### config.mk
export PLATFORM = sky130hd
export DESIGN_NAME = scan_loader
export DESIGN_NICKNAME = d
export VERILOG_FILES = /design/src/rtl/scan_loader_pkg.sv /design/src/rtl/scan_loader_serdes.sv /design/src/rtl/scan_loader.sv
export SDC_FILE = /design/constraint.sdc
export NUM_CORES = 1
export LEC_CHECK = 0
export BUFFER_PORTS_ARGS = -buffer_cell sky130_fd_sc_hd__buf_4
export CAP_MARGIN = 20
export CORE_MARGIN = 2
export CORE_UTILIZATION = 37
export CTS_BUF_LIST = sky130_fd_sc_hd__clkbuf_16
export CTS_CLUSTER_DIAMETER = 60
export CTS_CLUSTER_SIZE = 16
export DETAILED_ROUTE_END_ITERATION = 10
export GPL_TIMING_DRIVEN = 0
export PLACE_DENSITY = 0.56
export SYNTH_ARGS = -nofsm -noshare
export SYNTH_HDL_FRONTEND = slang
export SYNTH_SLANG_ARGS = --single-unit
### constraint.sdc
create_clock -name clk -period 2.75 [get_ports clk]
set_clock_uncertainty 0.2 [all_clocks]
set_input_delay 0.275 -clock clk [delete_from_list [all_inputs] [get_ports clk]]
set_output_delay 0.275 -clock clk [all_outputs]
set_load 0.005 [all_outputs]
### src/rtl/scan_loader_pkg.sv
// Shared encodings for the scan loader: command opcodes, completion reasons,
// FSM states and the image byte-count helper.
package scan_loader_pkg;

  typedef enum logic [1:0] {
    OP_EXCHANGE = 2'd0,
    OP_RUN      = 2'd1,
    OP_STOP     = 2'd2,
    OP_NOP      = 2'd3
  } cmd_op_e;

  typedef enum logic [1:0] {
    RSN_EXCHANGE = 2'd0,
    RSN_HALT     = 2'd1,
    RSN_LIMIT    = 2'd2,
    RSN_STOP     = 2'd3
  } done_reason_e;

  typedef enum logic [1:0] {
    ST_IDLE  = 2'd0,
    ST_SHIFT = 2'd1,
    ST_FLUSH = 2'd2,
    ST_RUN   = 2'd3
  } state_e;

  function automatic int nbytes(input int chain_len);
    return (chain_len + 7) / 8;
  endfunction

endpackage

### src/rtl/scan_loader_serdes.sv
// Byte-to-bit serializer feeding scan_in and bit-to-byte capture of scan_out.
// Input and capture bit positions advance together on every shift cycle.
module scan_byte_serdes (
  input  logic       clk,
  input  logic       rst,
  input  logic       in_en_i,
  input  logic       in_valid_i,
  input  logic [7:0] in_data_i,
  output logic       in_ready_o,
  output logic       in_held_o,
  output logic       cur_bit_o,
  input  logic       shift_i,
  input  logic       last_i,
  input  logic       scan_out_i,
  input  logic       out_ready_i,
  output logic       out_valid_o,
  output logic [7:0] out_data_o
);

  logic [7:0] in_q;
  logic       in_full_q, in_full_d;
  logic [2:0] idx_q, idx_d;
  logic [7:0] cap_q, cap_d;
  logic [7:0] out_q, out_d;
  logic       out_valid_q, out_valid_d;
  logic       in_take;

  assign in_ready_o  = in_en_i & ~in_full_q;
  assign in_take     = in_valid_i & in_ready_o;
  assign in_held_o   = in_full_q;
  assign cur_bit_o   = in_q[idx_q];
  assign out_valid_o = out_valid_q;
  assign out_data_o  = out_q;

  always_comb begin
    in_full_d   = in_full_q;
    idx_d       = idx_q;
    cap_d       = cap_q;
    out_d       = out_q;
    out_valid_d = out_valid_q;
    if (in_take) in_full_d = 1'b1;
    if (out_valid_q && out_ready_i) out_valid_d = 1'b0;
    if (shift_i) begin
      cap_d[idx_q] = scan_out_i;
      // Byte boundary or chain end: release the input byte, publish the capture.
      if (idx_q == 3'd7 || last_i) begin
        in_full_d   = 1'b0;
        idx_d       = 3'd0;
        out_d       = cap_d;
        out_valid_d = 1'b1;
        cap_d       = 8'h00;
      end else begin
        idx_d = idx_q + 3'd1;
      end
    end
  end

  always_ff @(posedge clk or posedge rst) begin
    if (rst) begin
      in_full_q   <= 1'b0;
      idx_q       <= 3'd0;
      cap_q       <= 8'h00;
      out_q       <= 8'h00;
      out_valid_q <= 1'b0;
    end else begin
      in_full_q   <= in_full_d;
      idx_q       <= idx_d;
      cap_q       <= cap_d;
      out_q       <= out_d;
      out_valid_q <= out_valid_d;
    end
  end

  always_ff @(posedge clk) begin
    if (in_take) in_q <= in_data_i;
  end

endmodule

### src/rtl/scan_loader.sv
// Host front end for the accumulator core: byte-stream scan exchanges and
// bounded processor runs, driving scan_enable, scan_in and proc_en.
module scan_loader
  import scan_loader_pkg::*;
#(
  parameter int CHAIN_LEN = 280,
  parameter int CNT_W     = 16
) (
  input  logic             clk,
  input  logic             rst,
  input  logic             cmd_valid,
  output logic             cmd_ready,
  input  logic [1:0]       cmd_op,
  input  logic [CNT_W-1:0] cmd_arg,
  input  logic             in_valid,
  output logic             in_ready,
  input  logic [7:0]       in_data,
  output logic             out_valid,
  input  logic             out_ready,
  output logic [7:0]       out_data,
  output logic             scan_enable,
  output logic             scan_in,
  output logic             proc_en,
  input  logic             scan_out,
  input  logic             halt,
  output logic             busy,
  output logic             done,
  output logic [1:0]       done_reason,
  output logic [CNT_W-1:0] cycles
);

  localparam int BIT_W = $clog2(CHAIN_LEN);

  state_e           state_q, state_d;
  logic [BIT_W-1:0] bit_q, bit_d;
  logic [CNT_W-1:0] cycles_q, cycles_d;
  logic [CNT_W-1:0] limit_q, limit_d;
  logic             done_q, done_d;
  logic [1:0]       reason_q, reason_d;

  logic             cmd_take, shift, last, in_held, cur_bit;
  logic [CNT_W:0]   cyc_next;

  assign cmd_ready   = (state_q == ST_IDLE) || (state_q == ST_RUN);
  assign cmd_take    = cmd_valid && cmd_ready;
  // A shift needs a held input bit and room for the captured bit.
  assign shift       = (state_q == ST_SHIFT) && in_held && !out_valid;
  assign last        = shift && (bit_q == BIT_W'(CHAIN_LEN - 1));
  assign scan_enable = shift;
  assign scan_in     = shift & cur_bit;
  assign proc_en     = (state_q == ST_RUN);
  assign busy        = (state_q != ST_IDLE);
  assign done        = done_q;
  assign done_reason = reason_q;
  assign cycles      = cycles_q;
  assign cyc_next    = {1'b0, cycles_q} + {{CNT_W{1'b0}}, 1'b1};

  scan_byte_serdes u_serdes (
    .clk         (clk),
    .rst         (rst),
    .in_en_i     (state_q == ST_SHIFT),
    .in_valid_i  (in_valid),
    .in_data_i   (in_data),
    .in_ready_o  (in_ready),
    .in_held_o   (in_held),
    .cur_bit_o   (cur_bit),
    .shift_i     (shift),
    .last_i      (last),
    .scan_out_i  (scan_out),
    .out_ready_i (out_ready),
    .out_valid_o (out_valid),
    .out_data_o  (out_data)
  );

  always_comb begin
    state_d  = state_q;
    bit_d    = bit_q;
    cycles_d = cycles_q;
    limit_d  = limit_q;
    done_d   = 1'b0;
    reason_d = reason_q;
    case (state_q)
      ST_IDLE: begin
        if (cmd_take) begin
          case (cmd_op)
            OP_EXCHANGE: begin
              state_d = ST_SHIFT;
              bit_d   = '0;
            end
            OP_RUN: begin
              state_d  = ST_RUN;
              cycles_d = '0;
              limit_d  = cmd_arg;
            end
            default: ;
          endcase
        end
      end
      ST_SHIFT: begin
        if (shift) begin
          bit_d = bit_q + BIT_W'(1);
          if (last) state_d = ST_FLUSH;
        end
      end
      ST_FLUSH: begin
        if (out_valid && out_ready) begin
          state_d  = ST_IDLE;
          done_d   = 1'b1;
          reason_d = RSN_EXCHANGE;
        end
      end
      ST_RUN: begin
        if (cycles_q != {CNT_W{1'b1}}) cycles_d = cyc_next[CNT_W-1:0];
        // Exit priority: host STOP, then core halt, then cycle limit.
        if (cmd_take && cmd_op == OP_STOP) begin
          state_d  = ST_IDLE;
          done_d   = 1'b1;
          reason_d = RSN_STOP;
        end else if (halt) begin
          state_d  = ST_IDLE;
          done_d   = 1'b1;
          reason_d = RSN_HALT;
        end else if (limit_q != '0 && cyc_next == {1'b0, limit_q}) begin
          state_d  = ST_IDLE;
          done_d   = 1'b1;
          reason_d = RSN_LIMIT;
        end
      end
      default: state_d = ST_IDLE;
    endcase
  end

  always_ff @(posedge clk or posedge rst) begin
    if (rst) begin
      state_q  <= ST_IDLE;
      bit_q    <= '0;
      cycles_q <= '0;
      limit_q  <= '0;
      done_q   <= 1'b0;
      reason_q <= 2'd0;
    end else begin
      state_q  <= state_d;
      bit_q    <= bit_d;
      cycles_q <= cycles_d;
      limit_q  <= limit_d;
      done_q   <= done_d;
      reason_q <= reason_d;
    end
  end

endmodule

==> results.py <==
metrics = {
    "status": {
        "outcome": "finished clean",
    },
    "sta": {
        "post-route-period-util_pct": 96.95,
        "setup_violations": 0,
        "tns_ns": 0,
        "hold_viol": 0,
        "min_period_ns": 2.666,
        "maxSlewHeadroom_pct": 43.27,
        "maxSlewViolCount": 0,
        "hold-worst-slack_ns": 0.03171,
        "fmax_mhz": 375.1,
        "worstMarginPinSlew_ns": 0.8510,
    },
    "routing": {
        "route.vias.total": 3717,
        "wl_per_cell_microns": 15.76,
        "routed_wl_microns": 10970,
        "route.detailed.drc": 0,
        "antenna_left": 0,
        "vias_per_cell": 5.341,
        "drt_iter0_markers": 203,
        "firstDrtPassIters": 4,
    },
    "yosys": {
        "yosysUniqueCellTypes": 67,
        "synth-simple-area-share_pct": 18.62,
        "synth_top_family_by_area": "simple AND/OR/NAND/NOR gates",
        "avgSynthCellArea_sq_um": 10.03,
        "yosys_warnings": 0,
        "syn-num-nets": 470,
        "synthAdderAreaFrac_pct": 2.327,
        "muxShareOfSynthArea_pct": 8.639,
        "synthFlopType": "dfrtp_1",
        "seq_area_frac_synth_pct": 44.56,
        "ys_ff_latch": 75,
        "synthXorXnorAreaFrac_pct": 4.276,
        "synth_compound_area_share_pct": 16.00,
        "synth-async-reset-ratio_pct": 89.33,
        "synth-edff-count": 8,
        "synth_cells": 429,
        "synth_area_sq_mm": 0.004302,
    },
    "clock_network": {
        "clk_pin_slew_ns": 0.06,
        "clk_path_buf_depth": 2,
        "cts_max_level": 3,
        "ctsRootBufferMaster": "clkbuf_16",
        "cts_buffers": 9,
        "insertion_delay_ns": 0.34,
        "tritoncts": "done",
        "cts.sinks": 75,
    },
    "floorplan": {
        "die-area_sq_mm": 0.01250,
        "die_w_microns": 111.8,
        "io_pins": 67,
        "fp.dieH_microns": 111.8,
        "num_rows": 39,
        "core_sq_mm": 0.01137,
        "initial_core_util_pct": 37.83,
    },
    "global_route": {
        "grt_pass1_vias": 3627,
        "grt_first_pass_wirelength_microns": 18330,
        "grt_start_max_net_pins": 68,
        "grt_remaining_overflow": 0,
        "grt_antenna_before_repair": 0,
        "gr-usage-all-layers_pct": 18.24,
    },
    "setup_path": {
        "crit_chain": "buf_6, nand3_4, or4_1, buf_4, xnor2_1, nor2_1, nand4_2, a31oi_4, mux2_4",
        "cp_max_fo": 7,
        "worstPathRequired_ns": 2.77,
        "crit_type": "register to register",
        "arrival_ns": 2.68,
        "r2r_cells": 9,
        "max_stage_delay_ns": 0.53,
        "worst_path_max_delay_cell": "or4_1",
        "cp-end-kind": "register",
        "crit_path_start_kind": "register",
    },
    "hold_path": {
        "hold_path_class": "input port to register",
        "hold_path_depth": 3,
    },
    "run": {
        "maxCapViolCount": 0,
    },
    "placed_design": {
        "dpl.hpwl_microns": 7661,
        "placed_area_sq_mm": 0.004981,
        "portBuffers": 65,
        "gp_congestion": 0.8194,
    },
    "finish": {
        "diodes": 0,
        "fin_area_sq_mm": 0.005731,
        "utilization_pct": 50.40,
        "final_cell_mix": "buf_4, dfrtp_1, nand2_1, o21ai_0, dlygate4sd3_1",
        "final_common_cell": "buf_4",
        "areaGrowthSynthToFinish_pct": 33.22,
        "layout-drive-gt1-share_pct": 29.11,
        "nets": 589,
    },
    "pwr": {
        "p_leak_nw": 2.570,
        "p_per_area_mw_per_mm2": 653.0,
        "ir_drop_mv": 0.3900,
    },
}
-- worst max-delay path, delay by kind of cell (launching register included) --
family | cells | cell delay (ns)
simple gates | 4 | 0.96
xor+xnor | 1 | 0.12
compound gates | 1 | 0.25
flops | 1 | 0.37
buf+inv | 2 | 0.32
mux | 1 | 0.32
-- power by group --
group	internal (mW)	switching, mW
Clock	0.598	0.457
Sequential	1.35	0.171
Combinational	0.555	0.614
Total	2.50	1.24
-- stage by stage --
step                      power [mW]  worst slack [ns]  cells
after floorplan                2.251           0.04829    429
after global placement         2.628           -0.5657    637
after detailed placement       2.658           -0.3026    637
after CTS                      3.762         0.0004703    682
after global routing           4.017          -0.01012    696
final                          3.742           0.08392    696
-- final cells by class --
class	count	area, sq um
Buffer	25	173.9
Timing Repair Buffer	109	887.1
Clock inverter	7	38.79
Tap cell	143	178.9
Clock buffer	9	225.2
Inverter	22	85.08
Fill cell	1072	5639
Multi-Input combinational cell	306	2220
Sequential cell	75	1922
-- routing by layer --
layer	wire [microns]	global-route usage [%]	part of all wire [%]
met5	0	0	0
met3	604	2.776	5.5
met4	232	7.407	2.1
met2	5085	28.44	46
met1	5047	25.50	46
-- Yosys cell counts, types with 7 or more instances --
master | instances | share of area, %
dfrtp_1 | 67 | 39
nand2_1 | 45 | 3.9
o21ai_0 | 36 | 4.2
inv_1 | 21 | 1.8
nor2_1 | 18 | 1.6
mux2_2 | 17 | 4.5
nand3_1 | 17 | 2.0
xnor2_1 | 16 | 3.3
a21oi_1 | 12 | 1.4
mux2i_1 | 12 | 2.8
clkbuf_1 | 11 | 0.96
edfxtp_1 | 8 | 5.6
ha_1 | 8 | 2.3
nand4_1 | 8 | 1.2
nor3_1 | 8 | 0.93
a21o_1 | 7 | 1.2
nor4_1 | 7 | 1.0
o31ai_1 | 7 | 1.2
-- repair_timing --
item / 4_1_cts / 5_1_grt
resized for setup: 10 / 14
buffers inserted: 3 / 15
hold buffers: 26 / 0
setup endpoints to repair: 29 / 24
endpoints found under the hold margin: 92 / 0
pin swaps: 0 / 10
-- state kept, by name, indices dropped and copies added (netlist names) --
register              flops
limit_q                  16
bit_q                     9
done_reason               2
u_serdes.out_valid_o      1
done                      1
u_serdes.idx_q            3
u_serdes.in_held_o        1
u_serdes.in_q             8
state_q                   2
u_serdes.out_data_o       8
cycles                   16
u_serdes.cap_q            8
-- logic make-up after synthesis --
kind of cell / Yosys count
buffers and inverters: 48
muxes: 32
xor gates and xnor gates: 21
DFF: 75
and+or+nand+nor: 143
adders and majority gates: 8
AOI/OAI and AO/OA: 102
-- path summary, 6_finish.rpt --
check,startpoint,endpoint,slack [ns]
max,cycles[5],state_q[1],0.08
min,halt,done_reason[1],0.03
max reg2reg,cycles[5],state_q[1],0.08
min reg2reg,u_serdes.out_data_o[6],u_serdes.out_data_o[6],0.28
max in group asynchronous,rst,cycles[1],1.25
min in group asynchronous,rst,u_serdes.out_data_o[3],0.46
Power figures use the tool's default switching activity.
